**src/rtl/alu_pkg.sv**
```systemverilog
// Shared types and constants for the ALU operand sequencer front end:
// sequence states, ALU field widths, flag bit positions and config-byte layout.
package alu_pkg;

  typedef enum logic [2:0] {
    LOAD_A   = 3'd0,
    LOAD_B   = 3'd1,
    LOAD_CFG = 3'd2,
    EXEC     = 3'd3,
    DONE     = 3'd4
  } seq_state_e;

  localparam int unsigned ALU_CTRL_W  = 3;
  localparam int unsigned ALU_SHIFT_W = 2;
  localparam int unsigned ALU_FLAGS_W = 4;

  localparam int unsigned FLAG_ZERO  = 3;
  localparam int unsigned FLAG_NEG   = 2;
  localparam int unsigned FLAG_CARRY = 1;
  localparam int unsigned FLAG_OVF   = 0;

  localparam int unsigned CFG_CTRL_LSB  = 0;
  localparam int unsigned CFG_SHIFT_LSB = 3;

  // Status display byte: {Z, N, C, V, 0, state}.
  function automatic logic [7:0] status_pack(input logic [ALU_FLAGS_W-1:0] flags,
                                             input logic [2:0]             state);
    return {flags[FLAG_ZERO], flags[FLAG_NEG], flags[FLAG_CARRY], flags[FLAG_OVF],
            1'b0, state};
  endfunction

endpackage

```
**src/rtl/alu_operand_sequencer_btn_edge_sync.sv**
```systemverilog
// Button synchronizer followed by a one-cycle rising-edge pulse generator.
module btn_edge_sync #(
  parameter int unsigned SYNC_STAGES = 2
) (
  input  logic clk,
  input  logic rst,
  input  logic btn,
  output logic evt
);

  logic [SYNC_STAGES-1:0] sync_q;
  logic                   hist_q;

  always_ff @(posedge clk or posedge rst) begin
    if (rst) begin
      sync_q <= '0;
      hist_q <= 1'b0;
    end else begin
      sync_q <= {sync_q[SYNC_STAGES-2:0], btn};
      hist_q <= sync_q[SYNC_STAGES-1];
    end
  end

  assign evt = sync_q[SYNC_STAGES-1] & ~hist_q;

endmodule

```
**src/rtl/alu_operand_sequencer.sv**
```systemverilog
// Loads ALU operand A, operand B and a config byte over three button presses,
// drives the ALU from registers and captures its result one cycle later.
module alu_operand_sequencer
  import alu_pkg::*;
#(
  parameter int unsigned WIDTH       = 8,
  parameter int unsigned SYNC_STAGES = 2
) (
  input  logic                   clk,
  input  logic                   rst,
  input  logic [WIDTH-1:0]       data_in,
  input  logic                   btn,
  input  logic                   clr,
  input  logic                   disp_sel,
  output logic [WIDTH-1:0]       alu_a,
  output logic [WIDTH-1:0]       alu_b,
  output logic [ALU_CTRL_W-1:0]  alu_ctrl,
  output logic [ALU_SHIFT_W-1:0] alu_shift,
  input  logic [WIDTH-1:0]       alu_result,
  input  logic [ALU_FLAGS_W-1:0] alu_flags,
  output logic [WIDTH-1:0]       disp_out,
  output logic                   busy,
  output logic                   done
);

  seq_state_e             state_q, state_d;
  logic                   load_evt;
  logic                   ld_a, ld_b, ld_cfg, capture;
  logic [WIDTH-1:0]       result_q;
  logic [ALU_FLAGS_W-1:0] flags_q;
  logic [WIDTH-1:0]       status_word;

  btn_edge_sync #(
    .SYNC_STAGES(SYNC_STAGES)
  ) u_btn_edge_sync (
    .clk(clk),
    .rst(rst),
    .btn(btn),
    .evt(load_evt)
  );

  always_ff @(posedge clk or posedge rst) begin
    if (rst) state_q <= LOAD_A;
    else     state_q <= state_d;
  end

  // clr wins over everything, including the EXEC capture.
  always_comb begin
    state_d = state_q;
    ld_a    = 1'b0;
    ld_b    = 1'b0;
    ld_cfg  = 1'b0;
    capture = 1'b0;
    if (clr) begin
      state_d = LOAD_A;
    end else begin
      unique case (state_q)
        LOAD_A: if (load_evt) begin
          ld_a    = 1'b1;
          state_d = LOAD_B;
        end
        LOAD_B: if (load_evt) begin
          ld_b    = 1'b1;
          state_d = LOAD_CFG;
        end
        LOAD_CFG: if (load_evt) begin
          ld_cfg  = 1'b1;
          state_d = EXEC;
        end
        EXEC: begin
          capture = 1'b1;
          state_d = DONE;
        end
        DONE: if (load_evt) begin
          ld_a    = 1'b1;
          state_d = LOAD_B;
        end
        default: state_d = LOAD_A;
      endcase
    end
  end

  always_ff @(posedge clk or posedge rst) begin
    if (rst) begin
      alu_a     <= '0;
      alu_b     <= '0;
      alu_ctrl  <= '0;
      alu_shift <= '0;
      result_q  <= '0;
      flags_q   <= '0;
    end else begin
      if (ld_a) alu_a <= data_in;
      if (ld_b) alu_b <= data_in;
      if (ld_cfg) begin
        alu_ctrl  <= data_in[CFG_CTRL_LSB +: ALU_CTRL_W];
        alu_shift <= data_in[CFG_SHIFT_LSB +: ALU_SHIFT_W];
      end
      if (capture) begin
        result_q <= alu_result;
        flags_q  <= alu_flags;
      end
    end
  end

  assign busy = (state_q == EXEC);
  assign done = (state_q == DONE);

  assign status_word = WIDTH'(status_pack(flags_q, state_q));
  assign disp_out    = disp_sel ? status_word : result_q;

endmodule

```
**config.mk**
```make
export PLATFORM = sky130hd
export DESIGN_NAME = alu_operand_sequencer
export DESIGN_NICKNAME = d
export VERILOG_FILES = /design/src/rtl/alu_pkg.sv /design/src/rtl/alu_operand_sequencer_btn_edge_sync.sv /design/src/rtl/alu_operand_sequencer.sv
export SDC_FILE = /design/constraint.sdc
export NUM_CORES = 1
export LEC_CHECK = 0
export ABC_AREA = 1
export BUFFER_PORTS_ARGS = -buffer_cell sky130_fd_sc_hd__clkbuf_2
export CAP_MARGIN = 5
export CORE_ASPECT_RATIO = 1.5
export CORE_UTILIZATION = 45
export CTS_BUF_LIST = sky130_fd_sc_hd__clkbuf_16
export DETAILED_ROUTE_END_ITERATION = 16
export GPL_TIMING_DRIVEN = 0
export PLACE_DENSITY = 0.74
export SYNTH_ARGS = -nofsm -noshare
export SYNTH_HDL_FRONTEND = slang
export SYNTH_HIERARCHICAL = 1
export SYNTH_SLANG_ARGS = --single-unit
```
**constraint.sdc**
```tcl
create_clock -name clk -period 1.98 [get_ports clk]
set_clock_uncertainty 0.15 [all_clocks]
set_input_delay 0.396 -clock clk [delete_from_list [all_inputs] [get_ports clk]]
set_output_delay 0.396 -clock clk [all_outputs]
set_load 0.01 [all_outputs]
```
* Word-level counts from Yosys, hierarchy flattened
Cells that the tools add are included.
** Word-level totals
- Flip-flop bits (word level) :: 39
- Output and inout port bits :: 31
** Cells by class
- Equal/unequal tests :: 7
- Muxes and demuxes :: 15
- Bitwise operators :: 2
- Reduce and logical (&&, ||, !) cells :: 3
** Operator list (number)
- 3-bit two-way mux :: 4
- 3-bit case mux with 4 select lines :: 1
- 1-bit two-way mux :: 9
- 8-bit two-way mux :: 1
- 3-bit by 2-bit equality test with 1-bit output, second input constant :: 2
- 3-bit != test, second input constant :: 2
- 3-bit by 1-bit equality test with 1-bit output, second input constant :: 1
- 3-bit equality test, second input constant :: 1
- 3-bit zero test :: 1
- 3-bit by 1-bit != test with 1-bit output, second input constant :: 1
- 3-bit AND reduction :: 1
- 2-bit OR reduction :: 1
- 1-bit bitwise AND :: 1
- 1-bit inverter :: 1

* Logic depth before layout (Yosys ltp)
- Depth in word-level cells :: 5
- Mapped depth :: 8

* Hierarchy
Netlist, hierarchy kept.
** By module, submodules not included
- alu_operand_sequencer :: times used 1, cells each 181, area an instance 1591.5 µm², seq. area each 900.9 µm²
- btn_edge_sync :: times used 1, cells each 6, area an instance 88.8 µm², seq. area each 75.1 µm²

* Least setup slack after synthesis
Ideal clock, no wire load.
- Path kind :: input to output
- Start :: input port disp_sel
- End :: output port disp_out[4]
- Data arrival time :: 932 ps
- Required time :: 1434 ps
- Slack :: 502 ps
- Cell stages on the path :: 2
- Buffers on the path :: 1
- Cell sequence :: buf_2 mux2_2
** Between the ends
- Word-level cells in the longest chain between the ends :: 1
** Ends and longest elaborated chain
- from (decl) :: RTL line alu_operand_sequencer.sv:14 : input logic disp_sel,
- 8-bit two-way mux :: RTL line alu_operand_sequencer.sv:109 : assign disp_out = disp_sel ? status_word : result_q;
- to (decl) :: RTL line alu_operand_sequencer.sv:21 : output logic [WIDTH-1:0] disp_out,
No other way between the ends.

* Final worst setup path
- Start :: register state_q[0]
- End :: output port busy
** Between the ends
- Word-level cells in the longest chain between the ends :: 1
** Ends and longest elaborated chain
- from (decl) :: RTL line alu_operand_sequencer.sv:26 : seq_state_e state_q, state_d;
- from (signal assigned) :: RTL line alu_operand_sequencer.sv:44 : else state_q <= state_d;
- 3-bit by 2-bit equality test with 1-bit output :: RTL line alu_operand_sequencer.sv:105 : assign busy = (state_q == EXEC);
- to (decl) :: RTL line alu_operand_sequencer.sv:22 : output logic busy,
No other way between the ends.

==> key figures <==
Status
  • Outcome: completed

Placement
  • Pre-CTS setup slack: 0.2382 ns
  • Port bufs: 55
  • Gpl congestion: 0.7530
  • DP Cell Count: 285
  • Area post-placement: 2036 µm²
  • Dpl hpwl: 2690 µm

Synth
  • Sequential share of the synthesized area: 58.08%
  • Top FF cell, synth: dfrtp_1
  • Synth top area cells: dfrtp_1, nand2_1, nand3_1, mux2_2, inv_1
  • Ys async rst share: 100.0%
  • Synth top area share: 58.08%
  • Yosys warns: 6
  • Distinct cells, synth: 17
  • Number of synthesized flops with an enable pin: 0
  • Mean Syn Cell Area: 8.986 µm²
  • Most numerous cell in the Yosys netlist: nand2_1
  • FF+latch count, synth: 39
  • Most frequent cells after synthesis: nand2_1, dfrtp_1, nand3_1
  • Cell area after synthesis: 1680 µm²
  • Largest area contributor in the netlist: dfrtp_1
  • Post-synthesis net count: 212
  • Mapped Cells: 187

Final layout
  • Fin nets: 276
  • Final Non-Filler Cells: 292
  • Post-route cell area: 2175 µm²
  • Share of cells above drive strength 1: 31.60%
  • Synth-to-layout area growth: 29.41%
  • Antenna diode count: 0

Setup path
  • R2r setup slk: 0.42 ns
  • Critical Path End: busy
  • Cell Chain, Critical Path: nand2_1 > nor2_4 > buf_4 > clkbuf_2
  • Reg2reg start: u_btn_edge_sync/hist_q
  • FF-to-FF End: alu_a[3]
  • WP data required: 1.43 ns
  • Cells on worst reg2reg path: 7
  • CP Class: reg -> out
  • CP startpoint kind: flip-flop
  • CP max stage cell: dfrtp_1
  • Critical path arrival: 1.33 ns
  • Crit path max fanout: 10
  • Delay of the slowest cell on the worst path: 0.45 ns
  • Worst setup EP type: primary output
  • CP startpoint: state_q[0]

Routing
  • Post-DRT Antenna Nets: 0
  • DRC viols: 0
  • Pre-antenna DRT Iters: 4
  • DRT Wirelength: 3516 µm
  • Via count: 1447
  • DRT iter0 DRCs: 19
  • Vias per std cell: 4.955
  • WL per Instance: 12.04 µm

STA
  • Period utilization: 94.54%
  • Hold Vio Cnt, Final: 0
  • Max-slew violation count: 0
  • Max frequency: 534.2 MHz
  • Final WS setup: 0.1081 ns
  • Min cycle time layout: 1.872 ns
  • Setup TNS: 0 ns
  • RSZ-0062 raised after global routing: false
  • Setup violators final: 0
  • Slew HR: 54.10%
  • Worst-margin pin slew: 0.6878 ns

Clock network
  • CTS hold repair buffers: 1
  • Clock Sinks: 39
  • Total CTS buffers: 5
  • Post-CTS setup repair buffer count: 0
  • Clock transition at the registers of the reported paths: 0.05 ns
  • Worst-skew pair later-pin latency: 0.27 ns
  • CTS Root Cell: clkbuf_16
  • CTS max path bufs: 2
  • Resized cells post-CTS: 0
  • H-tree depth: 2
  • CTS tree: yes

Global routing
  • All-Layer GR Usage: 19.71%
  • Vias in the first global route: 1394
  • First-pass GRT wire length: 5996 µm
  • Largest net degree at the start of global routing: 22
  • Initial antenna violation count: 0
  • Gr ovfl total: 0

Power and ir drop
  • Pwr dens: 940.2 nW/µm²
  • Highest ir drop seen on vdd: 0.8453 mV
  • Pleak: 1.253 nW

Job
  • # Max-Cap Violations: 0

Min path
  • Hold crit path type: in -> reg

Floorplan
  • Rows: 26
  • Ports: 56
  • Full die area: 3988 µm²
  • Initial Utilization: 48.27%
  • DIE WIDTH: 51.90 µm
  • Die H: 76.84 µm
  • Core Region: 3481 µm²
[cell usage in the layout, fill, tap and decap left out]
cell type      netlist  final
dfrtp_1             39     39
nor2_1               7      7
nor3_1               1      1
a21oi_1              3      3
mux2_2               4      4
nand2_1             75     75
nor2_2               3      3
clkbuf_16            0      5
nand3_2              1      1
o21ai_0              1      1
buf_2                2      2
buf_4                2      2
inv_1                9     10
nand3_1             29     29
dlygate4sd3_1        0      1
buf_16               0      1
nand4_1              5      5
nor2_4               3      3
buf_6                2      2
clkbuf_2             0     55
nand2_2              1      1
[worst min-delay path by stage]
stage,start,to,slack (ns),cells after the start
after detailed placement,rst,u_btn_edge_sync/sync_q[0],0.12,2
final,btn,u_btn_edge_sync/sync_q[0],0.08,1
after CTS,btn,u_btn_edge_sync/sync_q[0],0.07,1
after global placement,rst,u_btn_edge_sync/sync_q[0],0.11,2
after floorplan,rst,u_btn_edge_sync/hist_q,-0.0004,1
after global routing,btn,u_btn_edge_sync/sync_q[0],0.08,1
[layout make-up]
| cell class | count | area (µm²) |
|---|---|---|
| fillers | 332 | 1306 |
| flip-flops and latches | 39 | 975.9 |
| multi-input cells | 133 | 623.1 |
| repair buffers | 57 | 312.8 |
| clock buffers | 5 | 125.1 |
| well taps | 42 | 52.55 |
| plain buffers | 6 | 47.55 |
| inverters | 9 | 33.78 |
| clock inverters | 1 | 3.754 |
[critical path: cells and delay by family (launching register included)]
family	cells	cell delay, ns
DFF	1	0.45
buffers and inverters	2	0.32
and+or+nand+nor	2	0.27
[power breakdown]
part,internal (mW),total [mW],switching (mW),leakage [nW]
logic,0.149,0.353,0.203,0.675
registers,0.911,0.973,0.0619,0.511
clock network,0.447,0.719,0.273,0.0669
total,1.51,2.04,0.538,1.25
[cell families (layout without fill, tap and decap cells)]
logic type,Yosys count,count (layout),synth area share [%]
AOI/OAI and AO/OA,4,4,1.191
buffers and inverters,15,78,4.839
DFF,39,39,58.08
muxes,4,4,2.680
and+or+nand+nor,125,125,33.21
[registers in the layout, indices dropped and copies added, names as in the netlist]
register / cells
alu_a: 8
alu_b: 8
result_q: 8
flags_q: 4
alu_ctrl: 3
state_q: 3
alu_shift: 2
u_btn_edge_sync/sync_q: 2
u_btn_edge_sync/hist_q: 1
[layer usage]
metal / up-vias / track usage, % / wire (µm)
met1: 657 / 22.98 / 1477
met5: - / 0 / 0
met4: 0 / 5.676 / 40
met3: 5 / 5.357 / 217
met2: 55 / 34.10 / 1781
li1: 730 / - / -
[through the flow]
step,power (mW),hold WS (ns),util [%]
5_1_grt,2.150,0.07905,62.47
6_report,2.045,0.07724,62.47
4_1_cts,2.067,0.07491,62.47
2_1_floorplan,1.172,-0.0003563,-
3_5_place_dp,1.342,0.1194,58.48
3_3_place_gp,1.323,0.1061,57.69
Note: power is estimated with default switching activity, not from simulation.
